--- src/rtl/pred_stabilizer_if.sv ---
// rtl/pred_stabilizer_if.sv - argmax result in / committed prediction out bundle (PRED_ASCII_EN adds pred_ascii_o)
interface pred_stabilizer_if;
  logic       cls_valid_i;
  logic [4:0] cls_idx_i;
  logic [7:0] cls_conf_i;
  logic       pred_valid_o;
  logic [4:0] pred_idx_o;
  logic [7:0] pred_conf_o;
  logic       pred_change_o;
  logic [1:0] state_o;
`ifdef PRED_ASCII_EN
  logic [7:0] pred_ascii_o;
`endif

  modport master (
    output cls_valid_i, cls_idx_i, cls_conf_i,
    input  pred_valid_o, pred_idx_o, pred_conf_o, pred_change_o, state_o
`ifdef PRED_ASCII_EN
    , pred_ascii_o
`endif
  );

  modport slave (
    input  cls_valid_i, cls_idx_i, cls_conf_i,
    output pred_valid_o, pred_idx_o, pred_conf_o, pred_change_o, state_o
`ifdef PRED_ASCII_EN
    , pred_ascii_o
`endif
  );
endinterface

--- src/rtl/pred_stabilizer.sv ---
// rtl/pred_stabilizer.sv - temporal filter committing an argmax class after HOLD_FRAMES qualified wins (PRED_ASCII_EN adds pred_ascii_o)
module pred_stabilizer #(
  parameter int         NUM_CLASSES = 29,
  parameter logic [7:0] CONF_MIN    = 8'd128,
  parameter int         HOLD_FRAMES = 4,
  parameter int         MISS_FRAMES = 3,
  parameter int         TIMEOUT_CYC = 5_000_000
) (
  input  logic             clk,
  input  logic             reset,
  pred_stabilizer_if.slave bus
);

  localparam int RUN_W  = $clog2(HOLD_FRAMES + 1);
  localparam int MISS_W = $clog2(MISS_FRAMES + 1);
  localparam int TMO_W  = (TIMEOUT_CYC > 0) ? $clog2(TIMEOUT_CYC + 1) : 1;
  localparam logic [RUN_W-1:0]  HOLD_R  = RUN_W'(HOLD_FRAMES);
  localparam logic [MISS_W-1:0] MISS_R  = MISS_W'(MISS_FRAMES);
  localparam logic [TMO_W-1:0]  TMO_MAX = TMO_W'(TIMEOUT_CYC);
  localparam logic              HOLD_ONE = (HOLD_FRAMES == 1);
  localparam logic              TMO_EN   = (TIMEOUT_CYC != 0);

  typedef enum logic [1:0] {
    IDLE   = 2'd0,
    TRACK  = 2'd1,
    LOCKED = 2'd2
  } state_t;

  state_t            state;
  logic [4:0]        cand;
  logic [RUN_W-1:0]  run;
  logic [MISS_W-1:0] miss;
  logic [TMO_W-1:0]  tmo;
  logic              pred_valid;
  logic [4:0]        pred_idx;
  logic [7:0]        pred_conf;
  logic              pred_change;

  logic              frame, qual, rej, same_cand, same_pred;
  logic [RUN_W-1:0]  run_inc;
  logic [MISS_W-1:0] miss_inc;
  logic [TMO_W-1:0]  tmo_inc;
  logic              commit, miss_hit, tmo_hit, clear;

  assign frame     = bus.cls_valid_i;
  assign qual      = frame && (bus.cls_conf_i >= CONF_MIN) && (int'(bus.cls_idx_i) < NUM_CLASSES);
  assign rej       = frame && !qual;
  assign same_cand = (bus.cls_idx_i == cand);
  assign same_pred = (bus.cls_idx_i == pred_idx);

  assign run_inc  = (run == HOLD_R)   ? run  : run + RUN_W'(1);
  assign miss_inc = (miss == MISS_R)  ? miss : miss + MISS_W'(1);
  assign tmo_inc  = (tmo == TMO_MAX)  ? tmo  : tmo + TMO_W'(1);

  // Every commit takes the incoming index: in TRACK it equals cand by construction.
  assign commit = qual && ((state == IDLE   && HOLD_ONE) ||
                           (state == TRACK  && same_cand && run_inc == HOLD_R) ||
                           (state == LOCKED && !same_pred && HOLD_ONE));

  assign miss_hit = rej && (miss_inc == MISS_R);
  assign tmo_hit  = TMO_EN && !frame && (tmo_inc == TMO_MAX);
  assign clear    = miss_hit || tmo_hit;

`ifdef PRED_ASCII_EN
  logic [7:0] pred_ascii;

  function automatic logic [7:0] idx_to_ascii(input logic [4:0] idx);
    if (idx <= 5'd25)      return 8'h41 + {3'b000, idx};
    else if (idx == 5'd26) return 8'h7F;
    else if (idx == 5'd28) return 8'h20;
    else                   return 8'h00;
  endfunction
`endif

  always_ff @(posedge clk or posedge reset) begin
    if (reset) begin
      state       <= IDLE;
      cand        <= '0;
      run         <= '0;
      miss        <= '0;
      tmo         <= '0;
      pred_valid  <= 1'b0;
      pred_idx    <= '0;
      pred_conf   <= '0;
      pred_change <= 1'b0;
`ifdef PRED_ASCII_EN
      pred_ascii  <= '0;
`endif
    end else begin
      pred_change <= 1'b0;
      tmo         <= frame ? '0 : tmo_inc;

      if (commit) begin
        miss        <= '0;
        cand        <= bus.cls_idx_i;
        run         <= '0;
        state       <= LOCKED;
        pred_valid  <= 1'b1;
        pred_idx    <= bus.cls_idx_i;
        pred_conf   <= bus.cls_conf_i;
        pred_change <= !pred_valid || !same_pred;
`ifdef PRED_ASCII_EN
        pred_ascii  <= idx_to_ascii(bus.cls_idx_i);
`endif
      end else if (qual) begin
        miss <= '0;
        case (state)
          IDLE: begin
            cand  <= bus.cls_idx_i;
            run   <= RUN_W'(1);
            state <= TRACK;
          end
          TRACK: begin
            if (same_cand) begin
              run <= run_inc;
            end else if (pred_valid && same_pred) begin
              // Committed class came back before the challenger won: fall back silently.
              run       <= '0;
              state     <= LOCKED;
              pred_conf <= bus.cls_conf_i;
            end else begin
              cand <= bus.cls_idx_i;
              run  <= RUN_W'(1);
            end
          end
          LOCKED: begin
            if (same_pred) begin
              pred_conf <= bus.cls_conf_i;
            end else begin
              cand  <= bus.cls_idx_i;
              run   <= RUN_W'(1);
              state <= TRACK;
            end
          end
          default: state <= IDLE;
        endcase
      end else if (rej) begin
        miss <= miss_inc;
        if (state == TRACK) begin
          state <= IDLE;
          run   <= '0;
        end
      end

      // Miss limit and timeout share one drop path so a coincidence yields one pulse.
      if (clear) begin
        state <= IDLE;
        run   <= '0;
        if (pred_valid) begin
          pred_valid  <= 1'b0;
          pred_change <= 1'b1;
        end
      end
    end
  end

  assign bus.pred_valid_o  = pred_valid;
  assign bus.pred_idx_o    = pred_idx;
  assign bus.pred_conf_o   = pred_conf;
  assign bus.pred_change_o = pred_change;
  assign bus.state_o       = state;
`ifdef PRED_ASCII_EN
  assign bus.pred_ascii_o  = pred_ascii;
`endif

endmodule

--- src/flat_wrapper.sv ---
// flat-port wrapper written by rule: the top's interface ports become plain ports
module pred_stabilizer_flat 
#(
  parameter int         NUM_CLASSES = 29,
  parameter logic [7:0] CONF_MIN    = 8'd128,
  parameter int         HOLD_FRAMES = 4,
  parameter int         MISS_FRAMES = 3,
  parameter int         TIMEOUT_CYC = 5_000_000
)
  (clk, reset, bus_cls_valid_i, bus_cls_idx_i, bus_cls_conf_i, bus_pred_valid_o, bus_pred_idx_o, bus_pred_conf_o, bus_pred_change_o, bus_state_o);
  pred_stabilizer_if bus_i ();
  input  logic clk;
  input  logic reset;
  input wire logic [$bits(bus_i.cls_valid_i)-1:0] bus_cls_valid_i;
  input wire logic [$bits(bus_i.cls_idx_i)-1:0] bus_cls_idx_i;
  input wire logic [$bits(bus_i.cls_conf_i)-1:0] bus_cls_conf_i;
  output wire logic [$bits(bus_i.pred_valid_o)-1:0] bus_pred_valid_o;
  output wire logic [$bits(bus_i.pred_idx_o)-1:0] bus_pred_idx_o;
  output wire logic [$bits(bus_i.pred_conf_o)-1:0] bus_pred_conf_o;
  output wire logic [$bits(bus_i.pred_change_o)-1:0] bus_pred_change_o;
  output wire logic [$bits(bus_i.state_o)-1:0] bus_state_o;
  assign bus_i.cls_valid_i = bus_cls_valid_i;
  assign bus_i.cls_idx_i = bus_cls_idx_i;
  assign bus_i.cls_conf_i = bus_cls_conf_i;
  assign bus_pred_valid_o = bus_i.pred_valid_o;
  assign bus_pred_idx_o = bus_i.pred_idx_o;
  assign bus_pred_conf_o = bus_i.pred_conf_o;
  assign bus_pred_change_o = bus_i.pred_change_o;
  assign bus_state_o = bus_i.state_o;
  pred_stabilizer #(.NUM_CLASSES(NUM_CLASSES), .CONF_MIN(CONF_MIN), .HOLD_FRAMES(HOLD_FRAMES), .MISS_FRAMES(MISS_FRAMES), .TIMEOUT_CYC(TIMEOUT_CYC)) u_core (.clk(clk), .reset(reset), .bus(bus_i));
endmodule
--- config.mk ---
export PLATFORM = sky130hd
export DESIGN_NAME = pred_stabilizer_flat
export DESIGN_NICKNAME = d
export VERILOG_FILES = /design/src/rtl/pred_stabilizer_if.sv /design/src/rtl/pred_stabilizer.sv /design/src/flat_wrapper.sv
export SDC_FILE = /design/constraint.sdc
export NUM_CORES = 1
export LEC_CHECK = 0
export CELL_PAD_IN_SITES_DETAIL_PLACEMENT = 2
export CELL_PAD_IN_SITES_GLOBAL_PLACEMENT = 2
export CORE_MARGIN = 5
export CORE_UTILIZATION = 39
export DETAILED_ROUTE_END_ITERATION = 8
export DONT_BUFFER_PORTS = 1
export GPL_ROUTABILITY_DRIVEN = 0
export GPL_TIMING_DRIVEN = 0
export PLACE_DENSITY = 0.89
export REMOVE_ABC_BUFFERS = 1
export SYNTH_ARGS = -nofsm -noshare
export SYNTH_HDL_FRONTEND = slang
export SYNTH_SLANG_ARGS = --single-unit
--- constraint.sdc ---
create_clock -name clk -period 3.1 [get_ports clk]
set_input_delay 0.93 -clock clk [delete_from_list [all_inputs] [get_ports clk]]
set_output_delay 0.93 -clock clk [all_outputs]
set_load 0.01 [all_outputs]
==> results of run 1 <==
-- cell usage after synthesis, drive strengths merged (6+ instances only) --
master  instances  area (µm²)
a21oi          10       50.05
clkbuf         16       60.06
dfrtp          50        1251
ha              8       100.1
inv            15       56.30
mux2           13       146.4
nand2          32       120.1
nand3          16       80.08
nand4          14       87.58
nor2           33       126.4
o211ai          6       45.04
o21ai          10       50.04
xnor2          19       166.4
xor2           14       122.6
-- repair_timing --
action | in CTS | in global routing
pin swaps | 1 | 0
gates resized for setup | 4 | 4
gates cloned | 0 | 0
setup buffers | 0 | 1
hold buffers | 0 | 0
endpoints found under the setup margin | 7 | 14
-- stage by stage --
step	setup TNS (ns)	instances
6_report	0	421
5_1_grt	-0.09453	421
4_1_cts	0	420
3_5_place_dp	-3.083	412
3_3_place_gp	-0.9475	411
2_1_floorplan	0	309
-- kinds of logic (layout without fill, tap and decap cells) --
kind of cell | after synthesis | count (layout) | share of synthesized area
xor+xnor | 33 | 33 | 0.09569
simple gates | 142 | 142 | 0.2502
mux | 18 | 18 | 0.06504
flops | 50 | 50 | 0.4143
compound gates | 43 | 43 | 0.09445
buf+inv | 36 | 25 | 0.04722
fa+ha+maj | 8 | 8 | 0.03314
-- critical path, cell delays in order, from the launching register on --
cell and delay (ns):
sky130_fd_sc_hd__dfrtp_1 0.57, sky130_fd_sc_hd__nand3_1 0.30, sky130_fd_sc_hd__or4b_1 0.59, sky130_fd_sc_hd__a2111o_1 0.42
sky130_fd_sc_hd__nor4b_1 0.33, sky130_fd_sc_hd__and4b_2 0.39, sky130_fd_sc_hd__or2_1 0.15, sky130_fd_sc_hd__o221ai_1 0.12
-- state kept, by name (all words and copies together) (netlist names) --
name and flops:
u_core.tmo 23, u_core.bus.pred_conf_o 8, u_core.bus.pred_idx_o 5, u_core.cand 5, u_core.run 3, u_core.bus.state_o 2, u_core.miss 2, u_core.bus.pred_change_o 1
u_core.bus.pred_valid_o 1
-- how the worst min path moves through the flow --
stage                                    start                               endpoint  cells after the start  slack [ns]
floorplan           u_core.miss[1]$_DFFE_PP0P_             u_core.miss[1]$_DFFE_PP0P_                      2        0.48
global placement    u_core.miss[1]$_DFFE_PP0P_             u_core.miss[1]$_DFFE_PP0P_                      2        0.50
detailed placement  u_core.cand[3]$_DFFE_PP0P_             u_core.cand[3]$_DFFE_PP0P_                      1        0.52
CTS                                      reset  u_core.bus.pred_conf_o[1]$_DFFE_PP0P_                      1        0.53
global route                             reset  u_core.bus.pred_conf_o[0]$_DFFE_PP0P_                      1        0.54
finish                                   reset  u_core.bus.pred_conf_o[1]$_DFFE_PP0P_                      1        0.51
-- power by group through the flow --
stage	clock network (mW)	registers [mW]	logic, mW
final	0.429	0.811	0.190
after global routing	0.472	0.823	0.220
after CTS	0.439	0.813	0.192
after detailed placement	0	0.826	0.191
after global placement	0	0.819	0.172
after floorplan	0	0.802	0.147
-- layer usage --
layer | track usage | up-vias | routed length [µm]
li1 | - | 1127 | -
met3 | 0.02571 | 13 | 175
met4 | 0.06603 | 0 | 144
met2 | 0.3419 | 28 | 4701
met5 | 0 | - | 0
met1 | 0.2327 | 1256 | 3816
-- cell type report --
type | instances | area, µm²
multi-input cells | 244 | 1655
clock inverters | 3 | 28.78
clock buffers | 5 | 68.82
repair buffers | 2 | 27.53
inverters | 15 | 56.30
well taps | 102 | 127.6
fillers | 829 | 4429
flip-flops and latches | 50 | 1254
==> results list, run 1 <==
* Post-CTS clock slew at the launch and capture registers of the worst setup and hold paths: 0.11 ns
- Final hold viol count: 0
* Worst-path fanout max: 11
- The share of the Yosys chip area taken by registers is 0.4143.
* Overall Power: 1.430 mW
- Util after Layout: 0.4208
- Post-layout nets: 342
- Leakage power: 1.330 nW
- Post-Route Hold Slack: 0.5132 ns
* Post-Synthesis Cells: 330
- Sequential fraction of design power: 0.567
- Initial antenna violation count: 0
- The count of buffers added on input and output ports is 0.
* Number of warnings issued by yosys: 0
* Overflow left after global routing: 0
- Combinational share of power: 0.133
* Effective utilization at floorplan: 0.3950
- Of the total power, the clock network draws 0.300.
- Using the TritonRoute via totals, the vias-per-cell ratio works out to 5.758.
- Post-route cell area: 0.003218 mm²
- The number of clock buffers added by TritonCTS is 5.
- Clock tree sinks: 50
- The min-delay analysis places its worst path in the category in2async.
* Avg WL per Cell: 20.99 µm
- The area growth from synthesis to layout is 6.545%.
- The H-tree generated during clock tree synthesis spans 2 levels.
- The library cell used most frequently in the layout, excluding fill and tap cells, is sky130_fd_sc_hd__dfrtp_1.
* FF-to-FF setup slack: 0.11 ns
- Final setup skew: 0.01667 ns
- Summing every instance area after synthesis gives 0.003020 mm².
- Destination of the critical timing path: u_core.bus.state_o[0]$_DFFE_PP0P_
* Setup ws final: 0.1103 ns
* Peak ir drop on the vdd network: 295.2 µV
- DRC violation count after routing: 0
* Switching fraction of total power: 0.3116
- The critical path in this run is classified as reg2reg.
- The die is 98.01 µm wide.
* Vert. Die Dim: 98.01 µm
- In the synthesized netlist the dominant register cell turns out to be sky130_fd_sc_hd__dfrtp_1.
- Detailed routing inserted a total of 2,424 vias.
- Final critical-path share of the clock period: 0.9644
- For the pin with the worst max-slew slack, the measured transition is 0.7015 ns.
- Post-synthesis area per instance: 9.153 µm²
- Total detailed-routing wirelength: 8.838 mm
- Min Clock Period, post-route: 2.990 ns
* Result of the run: complete, no violations
* FF-to-FF End: u_core.bus.state_o[0]$_DFFE_PP0P_
* Kind of end point of the critical path: flop
* Global-route usage over all layers: 0.1904
- Number of buffers on the longest clock path: 2
- Site row count: 32
- Setup violations, final: 0
- Global-route wire length before repair: 14.95 mm
- Once detail routing completed, the nets flagged for antenna violations numbered 0.
* Setup WS pre-CTS: -0.3079 ns
- RR Startpoint: u_core.tmo[2]$_DFF_PP0_
- In the layout the commonest cells are sky130_fd_sc_hd__dfrtp_1 (48), sky130_fd_sc_hd__nand2_1 (32), sky130_fd_sc_hd__nor2_1 (32), sky130_fd_sc_hd__xnor2_1 (19), sky130_fd_sc_hd__nand3_1 (16).
- STA puts the critical path data required time at 3.30 ns.
* Root Buffer: sky130_fd_sc_hd__clkbuf_8
* Core area: 0.007647 mm²
- Achievable clock frequency: 334.5 MHz
* Number of global-route vias before repair: 2,850
- Maximum number of pins on one net before global-route repair: 32
- Share of cells above drive strength 1: 0.1097
- For this run, the detailed router's first-pass iteration total came to 4.
- After synthesis, the netlist uses 54 different library cells.
- For this block, the initial DRC count from the detailed router was 66.
- Power Internal: 0.9846 mW
* Start point of the critical path: u_core.tmo[2]$_DFF_PP0_
* Antenna diode count: 0
* Clock latency on the worst-skew pair: 0.33 ns
- Count of boundary I/O pins: 33
- Final max-slew violation count: 0
- Crit path DAT: 3.19 ns
- The floorplan step defined a die boundary enclosing 0.009605 mm².
- In this run the tightest slew margin relative to its limit is 0.5280.
* TritonCTS clock tree: yes
- Worst setup SP type: flop
- Of all flip-flops after synthesis, the portion carrying an async set or reset was 1.000.
- Hpwl dp: 6.332 mm
* Switching Power: 0.4456 mW
* Cell area reported after detailed placement: 0.003082 mm²
- Counting flops with a built-in enable in the synthesized netlist gives 0.
* Maximum capacitance violations: 0
* Cell Pwr Density: 444.4 mW/mm²
- The synthesized design contains 50 register bits.
* Worst Reg2Reg Path Length in Cells: 7
Power figures use the tool's default switching activity.
==> run 2, diff against run 1 <==
- CAP_MARGIN: unset -> 20
- CORE_MARGIN: 5 -> 1.5
==> run 2 against run 1 <==
Against the previous run: total power shrank 0.19%; via count grew 3.3%; highest routed layer unchanged; cell area grew 0.78%.
==> results list, run 2 (synthesis results as in run 1) <==
* Result of the run: complete, no violations (unchanged)
* Maximum capacitance violations: 0 (unchanged)
- The top metal layer carrying routed signals was met4 (unchanged).
- H-Tree Depth: 2 (unchanged)
- Number of global-route vias before repair: 2,801 (was 2,850)
- Min Clock Period, post-route: 2.968 ns (was 2.990 ns)
- Largest register by flop count: u_core.tmo (unchanged)
- The placement-stage worst setup slack was -0.2895 ns (was -0.3079 ns).
- Total iterations of the first detailed-routing run: 4 (unchanged)
* Root Buffer: sky130_fd_sc_hd__clkbuf_8 (unchanged)
* Worst Setup Path Type: reg2reg (unchanged)
- Setup ws final: 0.1319 ns (was 0.1103 ns)
- The row count was 31 (was 32).
- The overall routed net length is 9.124 mm (was 8.838 mm).
- DR vias: 2,504 (was 2,424)
- Global-route usage over all layers: 0.2365 (was 0.1904)
- The worst path required time was 3.31 ns (was 3.30 ns).
- The highest clock rate came to 336.9 MHz (was 334.5 MHz).
* Most common cell after layout, fill and taps aside: sky130_fd_sc_hd__dfrtp_1 (unchanged)
- The initial antenna violation count is 0 (unchanged).
* Share of cells above drive strength 1: 0.1250 (was 0.1097)
- The final clock skew is 0.01061 ns (was 0.01667 ns).
* Hold Crit Class: in2async (unchanged)
- The routed length on met3 is 337 µm (was 175 µm).
- Post-route cell area: 0.003243 mm² (was 0.003218 mm²)
* Final max-slew violation count: 0 (unchanged)
- The total number of nets in the final design was 343 (was 342).
- The kind of end point of the critical path is a flop (unchanged).
- The count of nets left with antenna violations after detail routing came to 0 (unchanged).
- The number of hold buffers added after CTS was 0 (unchanged).
* Setup violations, final: 0 (unchanged)
* Count of fill cells added during filler insertion: 792 (was 829)
- The clock tree from TritonCTS is yes (unchanged).
- Setup repair after global routing left no endpoint under its margin.
- The actual slew at the worst max-slew pin is 0.6237 ns (was 0.7015 ns).
- The deepest clock path buffer count came to 2 (unchanged).
- Global-route wire length before repair: 15.28 mm (was 14.95 mm)
* Vert. Die Dim: 91.01 µm (was 98.01 µm)
- Worst setup SP type: flop (unchanged)
- DRC violation count after routing: 0 (unchanged)
- The per-cell via count in the routed design is 5.976 (was 5.758).
- The final worst-path cycle share was 0.9575 (was 0.9644).
* Horiz. Die Dim: 91.01 µm (was 98.01 µm)
- The area growth from synthesis to final layout came to 7.374% (was 6.545%).
- The reported leakage power came to 1.350 nW (was 1.330 nW).
* M1 wire length: 3.962 mm (was 3.816 mm)
- The post-DP HPWL came to 6.165 mm (was 6.332 mm).
- The worst-case register-to-register setup slack was 0.13 ns (was 0.11 ns).
- The worst slew margin relative to its limit was 0.5808 (was 0.5280).
- The power per cell area was 440.2 mW/mm² (was 444.4 mW/mm²).
- The aggregate global routing overflow was 0 (unchanged).
* Antenna diode count: 0 (unchanged)
* Post-Route Hold Slack: 0.5225 ns (was 0.5132 ns)
- Crit path DAT: 3.18 ns (was 3.19 ns)
- Clock tree sinks: 50 (unchanged)
- The standard cell core area was 0.007370 mm² (was 0.007647 mm²).
- The pin count of the biggest net entering global routing is 32 (unchanged).
- Final hold viol count: 0 (unchanged)
- Number of flip-flops in the largest register: 23 (unchanged)
- Number of clock buffers inserted by TritonCTS: 5 (unchanged)
- Detailed router's first-iteration violation count: 173 (was 66)
- The boundary pin count was 33 (unchanged).
- The routed length on met2 came to 4.690 mm (was 4.701 mm).
- Post-CTS clock slew at the launch and capture registers of the worst setup and hold paths: 0.11 ns (about the same)
* Worst-path fanout max: 6 (was 11)
- The die area came to 0.008282 mm² (was 0.009605 mm²).
* Clock latency on the worst-skew pair: 0.32 ns (was 0.33 ns)
- Effective utilization at floorplan: 0.4098 (was 0.3950)
- The instance area at placement was 0.003078 mm² (was 0.003082 mm²).
- The maximum VDD drop is 379.9 µV (was 295.2 µV).
- The mean routed wirelength per cell is 21.78 µm (was 20.99 µm).
- Top library cells by usage in the layout, fill and taps aside: sky130_fd_sc_hd__dfrtp_1 (45), sky130_fd_sc_hd__nand2_1 (32), sky130_fd_sc_hd__nor2_1 (32), sky130_fd_sc_hd__xnor2_1 (19), sky130_fd_sc_hd__nand3_1 (16) (was sky130_fd_sc_hd__dfrtp_1 (48), sky130_fd_sc_hd__nand2_1 (32), sky130_fd_sc_hd__nor2_1 (32), sky130_fd_sc_hd__xnor2_1 (19), sky130_fd_sc_hd__nand3_1 (16)).
- The count of port buffers added during placement came to 0 (unchanged).
run 2: cell types whose count changed in the layout (fill, tap and decap cells not counted), sizes merged:
cell    delta
buf        +1
clkinv     -1
inv        +1
run 2: cell type report:
class                   count  area [µm²]  area share
flip-flops and latches     50        1257      0.3877
well taps                  99       123.9     0.03819
clock inverters             3       26.28    0.008102
inverters                  15       56.30     0.01736
multi-input cells         244        1663      0.5127
repair buffers              3       47.55     0.01466
clock buffers               5       68.82     0.02122
run 2: final timing paths:
path,endpoint,startpoint,cells after the start
worst max-delay path,u_core.bus.state_o[1]$_DFFE_PP0P_,u_core.tmo[17]$_DFF_PP0_,7
worst min-delay path,u_core.tmo[17]$_DFF_PP0_,reset,1
worst max register to register,u_core.bus.state_o[1]$_DFFE_PP0P_,u_core.tmo[17]$_DFF_PP0_,7
worst min register to register,u_core.cand[3]$_DFFE_PP0P_,u_core.cand[3]$_DFFE_PP0P_,1
max in group asynchronous,u_core.run[0]$_DFFE_PP0P_,reset,2
min in group clk,u_core.cand[3]$_DFFE_PP0P_,u_core.cand[3]$_DFFE_PP0P_,1
run 2: worst max-delay path: stages (launching register included):
cell and delay [ns]:
sky130_fd_sc_hd__dfrtp_1 0.45, sky130_fd_sc_hd__or4b_1 0.57, sky130_fd_sc_hd__or4_4 0.53, sky130_fd_sc_hd__or4_1 0.42
sky130_fd_sc_hd__a21oi_1 0.19, sky130_fd_sc_hd__and4b_2 0.35, sky130_fd_sc_hd__nor2_1 0.09, sky130_fd_sc_hd__o221ai_1 0.24
run 2: stage by stage:
stage,cells,util,setup TNS (ns),power [mW]
final,419,0.4401,0,1.428
after global routing,419,0.4401,0,1.495
after CTS,418,0.4357,0,1.444
after detailed placement,409,0.4177,-2.539,1.018
after global placement,408,0.4149,-0.8296,0.9875
after floorplan,309,-,0,0.9495
run 2: metal layers:
layer	up-vias	global-route usage
met5	-	0
met4	0	0.05599
met3	13	0.04271
met2	47	0.4111
met1	1314	0.3038
li1	1130	-
run 2: where the power goes:
| part | switching (mW) | total, mW | internal, mW | leakage (nW) |
|---|---|---|---|---|
| clock network | 0.253 | 0.420 | 0.167 | 0.0491 |
| logic | 0.0999 | 0.191 | 0.0915 | 0.641 |
| registers | 0.0906 | 0.816 | 0.725 | 0.660 |
| total | 0.444 | 1.43 | 0.984 | 1.35 |
run 2: repair_timing:
| item | 4_1_cts | 5_1_grt |
|---|---|---|
| endpoints found under the setup margin | 7 | 13 |
| gates resized for setup | 6 | 7 |
| setup buffers | 1 | 1 |
| hold endpoints to repair | 0 | 0 |
